<file path="src/rtl/servant_reset_seq.sv">
// servant_reset_seq: staged SoC reset sequencer.
// Waits for a qualified clock lock, holds both resets, then releases the
// peripherals ahead of the core. Records the cause of the last reset and
// accepts software reset requests while running.
module servant_reset_seq #(
  parameter int LOCK_CYCLES = 16,
  parameter int HOLD_CYCLES = 64,
  parameter int GAP_CYCLES  = 8
) (
  input  logic       i_clk,
  input  logic       i_rst,
  input  logic       i_pll_locked,
  input  logic       i_sw_rst_req,
  output logic       o_sw_rst_ack,
  output logic       o_rst_periph,
  output logic       o_rst_core,
  output logic       o_ready,
  output logic [1:0] o_rst_cause
);

  // The shared counter must be able to hold the largest phase length.
  localparam int MAX_LH = (LOCK_CYCLES > HOLD_CYCLES) ? LOCK_CYCLES : HOLD_CYCLES;
  localparam int MAX_P  = (MAX_LH > GAP_CYCLES) ? MAX_LH : GAP_CYCLES;
  localparam int CW     = $clog2(MAX_P + 1);

  localparam logic [CW-1:0] LOCK_LAST = CW'(LOCK_CYCLES - 1);
  localparam logic [CW-1:0] HOLD_LAST = CW'(HOLD_CYCLES - 1);
  localparam logic [CW-1:0] GAP_LAST  = CW'(GAP_CYCLES - 1);

  localparam logic [1:0] CAUSE_EXT  = 2'b01;
  localparam logic [1:0] CAUSE_LOCK = 2'b10;
  localparam logic [1:0] CAUSE_SW   = 2'b11;

  typedef enum logic [1:0] {
    WAIT_LOCK = 2'd0,
    HOLD      = 2'd1,
    PERIPH    = 2'd2,
    RUN       = 2'd3
  } state_t;

  state_t        state_q, state_d;
  logic [CW-1:0] cnt_q, cnt_d;
  logic [1:0]    lockSync_q;
  logic          lockS;
  logic [1:0]    cause_q, cause_d;
  logic          ack_q, ack_d;
  logic          rstPeriph_q, rstPeriph_d;
  logic          rstCore_q, rstCore_d;
  logic          ready_q, ready_d;

  assign lockS = lockSync_q[1];

  // Two-flop synchroniser bringing the asynchronous lock into i_clk.
  always_ff @(posedge i_clk or posedge i_rst) begin
    if (i_rst) lockSync_q <= 2'b00;
    else       lockSync_q <= {lockSync_q[0], i_pll_locked};
  end

  // Next-state, counter and registered-output decode.
  always_comb begin
    state_d = state_q;
    cause_d = cause_q;
    ack_d   = 1'b0;
    cnt_d   = cnt_q + CW'(1);

    unique case (state_q)
      WAIT_LOCK: begin
        if (!lockS) cnt_d = '0;
        else if (cnt_q == LOCK_LAST) state_d = HOLD;
      end
      HOLD: begin
        if (!lockS) begin
          state_d = WAIT_LOCK;
          cause_d = CAUSE_LOCK;
        end else if (cnt_q == HOLD_LAST) begin
          state_d = PERIPH;
        end
      end
      PERIPH: begin
        if (!lockS) begin
          state_d = WAIT_LOCK;
          cause_d = CAUSE_LOCK;
        end else if (cnt_q == GAP_LAST) begin
          state_d = RUN;
        end
      end
      RUN: begin
        cnt_d = '0;
        if (!lockS) begin
          state_d = WAIT_LOCK;
          cause_d = CAUSE_LOCK;
        end else if (i_sw_rst_req) begin
          state_d = HOLD;
          cause_d = CAUSE_SW;
          ack_d   = 1'b1;
        end
      end
      default: state_d = WAIT_LOCK;
    endcase

    if (state_d != state_q) cnt_d = '0;

    rstPeriph_d = (state_d == WAIT_LOCK) || (state_d == HOLD);
    rstCore_d   = (state_d != RUN);
    ready_d     = (state_d == RUN);
  end

  // State, counter, cause and output registers; outputs track the next state
  // so each phase change is visible on the same edge that enters it.
  always_ff @(posedge i_clk or posedge i_rst) begin
    if (i_rst) begin
      state_q     <= WAIT_LOCK;
      cnt_q       <= '0;
      cause_q     <= CAUSE_EXT;
      ack_q       <= 1'b0;
      rstPeriph_q <= 1'b1;
      rstCore_q   <= 1'b1;
      ready_q     <= 1'b0;
    end else begin
      state_q     <= state_d;
      cnt_q       <= cnt_d;
      cause_q     <= cause_d;
      ack_q       <= ack_d;
      rstPeriph_q <= rstPeriph_d;
      rstCore_q   <= rstCore_d;
      ready_q     <= ready_d;
    end
  end

  assign o_sw_rst_ack = ack_q;
  assign o_rst_periph = rstPeriph_q;
  assign o_rst_core   = rstCore_q;
  assign o_ready      = ready_q;
  assign o_rst_cause  = cause_q;

endmodule

</file>
<file path="config.mk">
export PLATFORM = sky130hd
export DESIGN_NAME = servant_reset_seq
export DESIGN_NICKNAME = d
export VERILOG_FILES = /design/src/rtl/servant_reset_seq.sv
export SDC_FILE = /design/constraint.sdc
export NUM_CORES = 1
export LEC_CHECK = 0
export CORE_UTILIZATION = 35
export DETAILED_ROUTE_END_ITERATION = 12
export GPL_ROUTABILITY_DRIVEN = 0
export HOLD_SLACK_MARGIN = 0.15
export SETUP_SLACK_MARGIN = 0.1
export SYNTH_ARGS = -nofsm -noshare
export SYNTH_HDL_FRONTEND = slang
export SYNTH_SLANG_ARGS = --single-unit
export TNS_END_PERCENT = 100
</file>
<file path="constraint.sdc">
create_clock -name i_clk -period 2 [get_ports i_clk]
set_input_delay 0.4 -clock i_clk [delete_from_list [all_inputs] [get_ports i_clk]]
set_output_delay 0.4 -clock i_clk [all_outputs]
set_load 0.05 [all_outputs]
</file>
# [After elaboration in Yosys (flattened, before gate mapping)]
# Index checks and enable logic that the tools add are counted.
# Widths: inputs -> output; s select.
[totals] out_inout_bits=6 latchBits=0 wordCells=46 mem_bits_rw=0 mem_count=0 mem_bits_ro=0 regBits=17 input_bits=4
[classes] n_reduce_logical=6 eq_ne=12 bitwise_logic=0 shifts=0 n_mul=0 magnitude_cmp=0 n_mux=19 div_mod_pow=0 n_addsub=1
[op_table] op="$mux 2" count=11
[op_table] op="$mux 7" count=2
[op_table] op="$pmux 7 s2" count=1
[op_table] op="$pmux 2 s4" count=1
[op_table] op="$add 7x1->7 const B" count=1
[op_table] op="$eq 7x3->1 const B" count=1
[op_table] op="$eq 7x4->1 const B" count=1
[op_table] op="$eq 7x6->1 const B" count=1
[op_table] op="$eq 2x2->1 const B" count=3
[op_table] op="$eq 2x1->1 const B" count=2
[op_table] op="$logic_not 2->1" count=2
[op_table] op="$ne 2x2->1 const B" count=2
[op_table] op="$pmux 2 s2" count=1
[op_table] op="$mux 1" count=3
[op_table] op="$ne 3x3->1 const B" count=1
[op_table] op="$reduce_and 3->1" count=1
[op_table] op="$ne 2x2->1" count=1
[op_table] op="$reduce_bool 2->1" count=1
[op_table] op="$reduce_or 2->1" count=1
[op_table] op="$logic_or 1x1->1" count=1

# [Logic depth before layout (Yosys ltp)]
[logic_depth] word_depth=6 mapped_depth=8 mapped_depth_nobuf=7

# [Worst setup path before layout]
# Ideal clock, no wire load.
[synth_timing] path_type="register -> register" from="register cnt_q[0]" to="register cnt_q[3]" slack_ps=177 t_arrival_ps=1701 path_stages_with_launch=7 setup_ps=121 n_path_buf=0 path_cell_list="dfrtp_1 -> ha_1 -> nand3_2 -> or4_1 -> a211oi_1 -> nand4b_2 -> nor2_1"
[synth_via] elab_chain_cells=6 word_cells_on_any_way=15
[synth_rtl] item="start: declaration" line="42" text="logic [CW-1:0] cnt_q, cnt_d;"
[synth_rtl] item="start signal: assignment" line="121" text="cnt_q <= cnt_d;"
[synth_rtl] item="$eq 7x3->1 (tied with other cells)" line="83" text="end else if (cnt_q == GAP_LAST) begin"
[synth_rtl] item="$mux 2 (on tied branches)" line="83, 69, 75"
[synth_rtl] item="$mux 2 (on tied branches)" line="80, 68, 72"
[synth_rtl] item="$pmux 2 s4" line="66" text="unique case (state_q)"
[synth_rtl] item="$ne 2x2->1" line="101" text="if (state_d != state_q) cnt_d = '0;"
[synth_rtl] item="$mux 7 *" line="101"
[synth_rtl] item="named net cnt_d[3]" line="42"
# Mark *: on every way through the listed nets, which the timed path passes. The rest lies on a longest branch.
# A chain may end at the register's enable or synchronous reset.

# [Worst setup path after layout]
[layout_timing] from="register state_q[0]" to="register cnt_q[0]"
[layout_via] elab_chain_cells=5 word_cells_on_any_way=16
[layout_rtl] item="start: declaration" line="41" text="state_t state_q, state_d;"
[layout_rtl] item="start signal: assignment" line="120" text="state_q <= state_d;"
[layout_rtl] item="$mux 2 (on tied branches) (2 in series)"
[layout_rtl] item="$pmux 2 s4" line="66"
[layout_rtl] item="$ne 2x2->1" line="101"
[layout_rtl] item="$mux 7 *" line="101"
[layout_rtl] item="named net cnt_d[0]" line="42"
# Marks and branches as above.

==> impl_results.md <==
- H-tree levels: 1
- Syn_area_per_cell: 10.6 µm²
- Post-route ant nets: 0
- Critical Path Slowest Stage Cell: or4_1
- WL per Instance: 14.0 µm
- Leading area contributor after synthesis: dfrtp_1
- Clock latency on the worst-skew pair: 0.29 ns
- CTS tree: yes
- # nets final: 121
- DRC: 0
- Syn_nets: 97
- Max Clock Freq: 0.534 GHz
- Pins Over Slew Limit: 0
- Worst vdd ir: 0.477 mV
- First drt pass iteration count: 4
- CORE AREA: 0.00250 mm²
- Commonest non-fill, non-tap cell in the layout: buf_4
- Initial Utilization: 37.2%
- Worst slew pin tran: 0.497 ns
- Outcome: finished clean
- Site row count: 18
- Pwr per Cell Area: 910 mW/mm²
- Max Cap Viol: 0
- Crit. End Element: register
- Clock transition at path regs: 0.10 ns
- Core Util, Final: 50.7%
- Die Height: 53.5 µm
- Worst path required time: 2.18 ns
- Vias: 762
- Initial drt markers: 11
- Slowest stage delay, CP: 0.43 ns
- Antenna violations before repair: 0
- Placed inst area: 0.00110 mm²
- Main synth FF type: dfrtp_1
- Ranking of synthesized cells by area: dfrtp_1 38%, dfstp_2 8.5%, ha_1 6.7%
- Vias in the first global route: 658
- Synth warn: 0
- Most frequent cells in the layout: 15 x buf_4, 11 x dfrtp_1, 9 x nand2_1
- Critical path fanouts, max: 5
- IO Pins: 10
- Sequential share of the synthesized area: 46.2%
- Inserted Clock Buffers: 3
- Share of the synthesized area in the top cell type: 37.7%
- Clock power frac: 15.8%
- Leak: 0.522 nW
- Root buffer cell: clkbuf_4
- WP data arrival: 2.05 ns
- Minimum clock period: 1.87 ns
- Pint: 0.705 mW
- Fin area: 0.00127 mm²
- Asr flop ratio synth: 100%
- Fin crit share: 93.7%
- DP HPWL: 1370 µm
- Fin. Hold Viols: 0
- Total wire length: 1970 µm
- Largest net degree at the start of global routing: 10
- Clk buf depth: 2
- Worst-path cell chain: buf_4 > ha_4 > nand2_1 > or4_1 > a211oi_2 > nand4b_4 > nor2_1
- Total GRT Usage: 14.4%
- Gate count of the mapped netlist: 88
- Switching pwr: 0.447 mW
- Fin Hold WS: 0.350 ns
- Combinational Power Share: 47.7%
- Synth Register Bits: 17
- Netlist cell types: 39
- Vias per inst: 5.40
- Post-CTS Hold Buffers: 0
- # setup viols final: 0
- Die ar.: 0.00287 mm²
- Power share of the sequential group: 36.5%
- CTS Sinks: 17
- Die X: 53.5 µm
- Syn Std Cell Area: 930 µm²
- Setup TNS: 0 ns
- Area Overhead vs Synth: 36.2%
- # diodes: 0
- Slew HR: 66.8%
- Clk_skew: 0.00284 ns
- RSZ-0062 raised after global routing: no
- First-pass GRT wire length: 2840 µm
- Post-synth EDFFs: 0
- Grt total ovfl: 0
- Worst hold path class: input pin to async pin
- CP startpoint kind: register
- Port bufs: 9
- Critical path class: register to register
- Switching Share: 38.8%
- Share of cells above drive strength 1: 37.8%
-- power groups by stage --
stage	clock [mW]	sequential [mW]	combinational, mW
2_1_floorplan	0	0.415	0.282
3_3_place_gp	0	0.416	0.413
3_5_place_dp	0	0.417	0.426
4_1_cts	0.191	0.413	0.427
5_1_grt	0.205	0.425	0.599
6_report	0.182	0.421	0.550
-- cell type report --
type	count	area, µm²
well taps	30	37.5
clock buffers	4	26.3
flip-flops and latches	17	433
inverters	5	18.8
repair buffers	21	173
multi-input cells	64	578
fillers	217	1230
-- layer usage --
layer / vias to the layer above / wire, µm / global-route usage, %
li1: 363 / - / -
met1: 375 / 907 / 19.5
met2: 20 / 965 / 21.5
met3: 4 / 62 / 1.98
met4: 0 / 33 / 9.21
met5: - / 0 / 0
-- worst max-delay path: cells and delay by family (launching register included) --
family	cells	cell delay, ns
buffers and inverters	1	0.17
AND/OR/NAND/NOR	4	0.76
AO/OA/AOI/OAI	1	0.27
flip-flops	1	0.42
adder cells (fa/ha/maj)	1	0.15
-- timing repair --
action,4_1_cts,5_1_grt
pin swaps,2,8
gates cloned,0,0
resized for setup,2,19
buffers inserted,0,4
setup endpoints to repair,6,8
-- sequential cells by signal, summed over array words and instances, names as in the netlist --
register / count
cnt_q: 7
lockSync_q: 2
o_ready: 1
o_rst_cause: 2
o_rst_core: 1
o_rst_periph: 1
o_sw_rst_ack: 1
state_q: 2
-- kinds of logic (layout without fill, tap and decap cells) --
kind of cell	Yosys count	in the layout	share of synthesized area [%]
AOI/OAI and AO/OA	20	20	17.2
xor gates and xnor gates	4	4	3.77
adders and majority gates	5	5	6.73
buffers and inverters	7	30	3.36
DFF	17	17	46.2
and+or+nand+nor	35	35	22.7
-- cells in the mapped netlist (all sizes together) (2+ instances only) --
master and instances:
a21oi 4, nand3 4, dfrtp 14, nand2 9
nor2b 2, o21a 3, o21ai 2, dfstp 3
xor2 2, inv 5, ha 5, nor2 8
nand4 2, buf 2, xnor2 2
-- stage by stage --
step | setup WS (ns) | power (mW) | cells
global placement | 0.0956 | 0.828 | 133
finish | 0.126 | 1.15 | 141
detailed placement | 0.0469 | 0.842 | 133
CTS | 0.110 | 1.03 | 137
floorplan | 0.177 | 0.696 | 88
global route | 0.0819 | 1.23 | 141
-- final timing paths --
kind                               start             end  slack, ns  cells past startpoint
max                           state_q[0]        cnt_q[0]       0.13                      7
min                                i_rst         o_ready       0.35                      2
max reg2reg                   state_q[0]        cnt_q[0]       0.13                      7
min reg2reg                lockSync_q[0]   lockSync_q[1]       0.36                      0
max in group asynchronous          i_rst  o_rst_cause[0]       1.13                      3
min in group i_clk         lockSync_q[0]   lockSync_q[1]       0.36                      0
(Power assumes the default switching activity.)
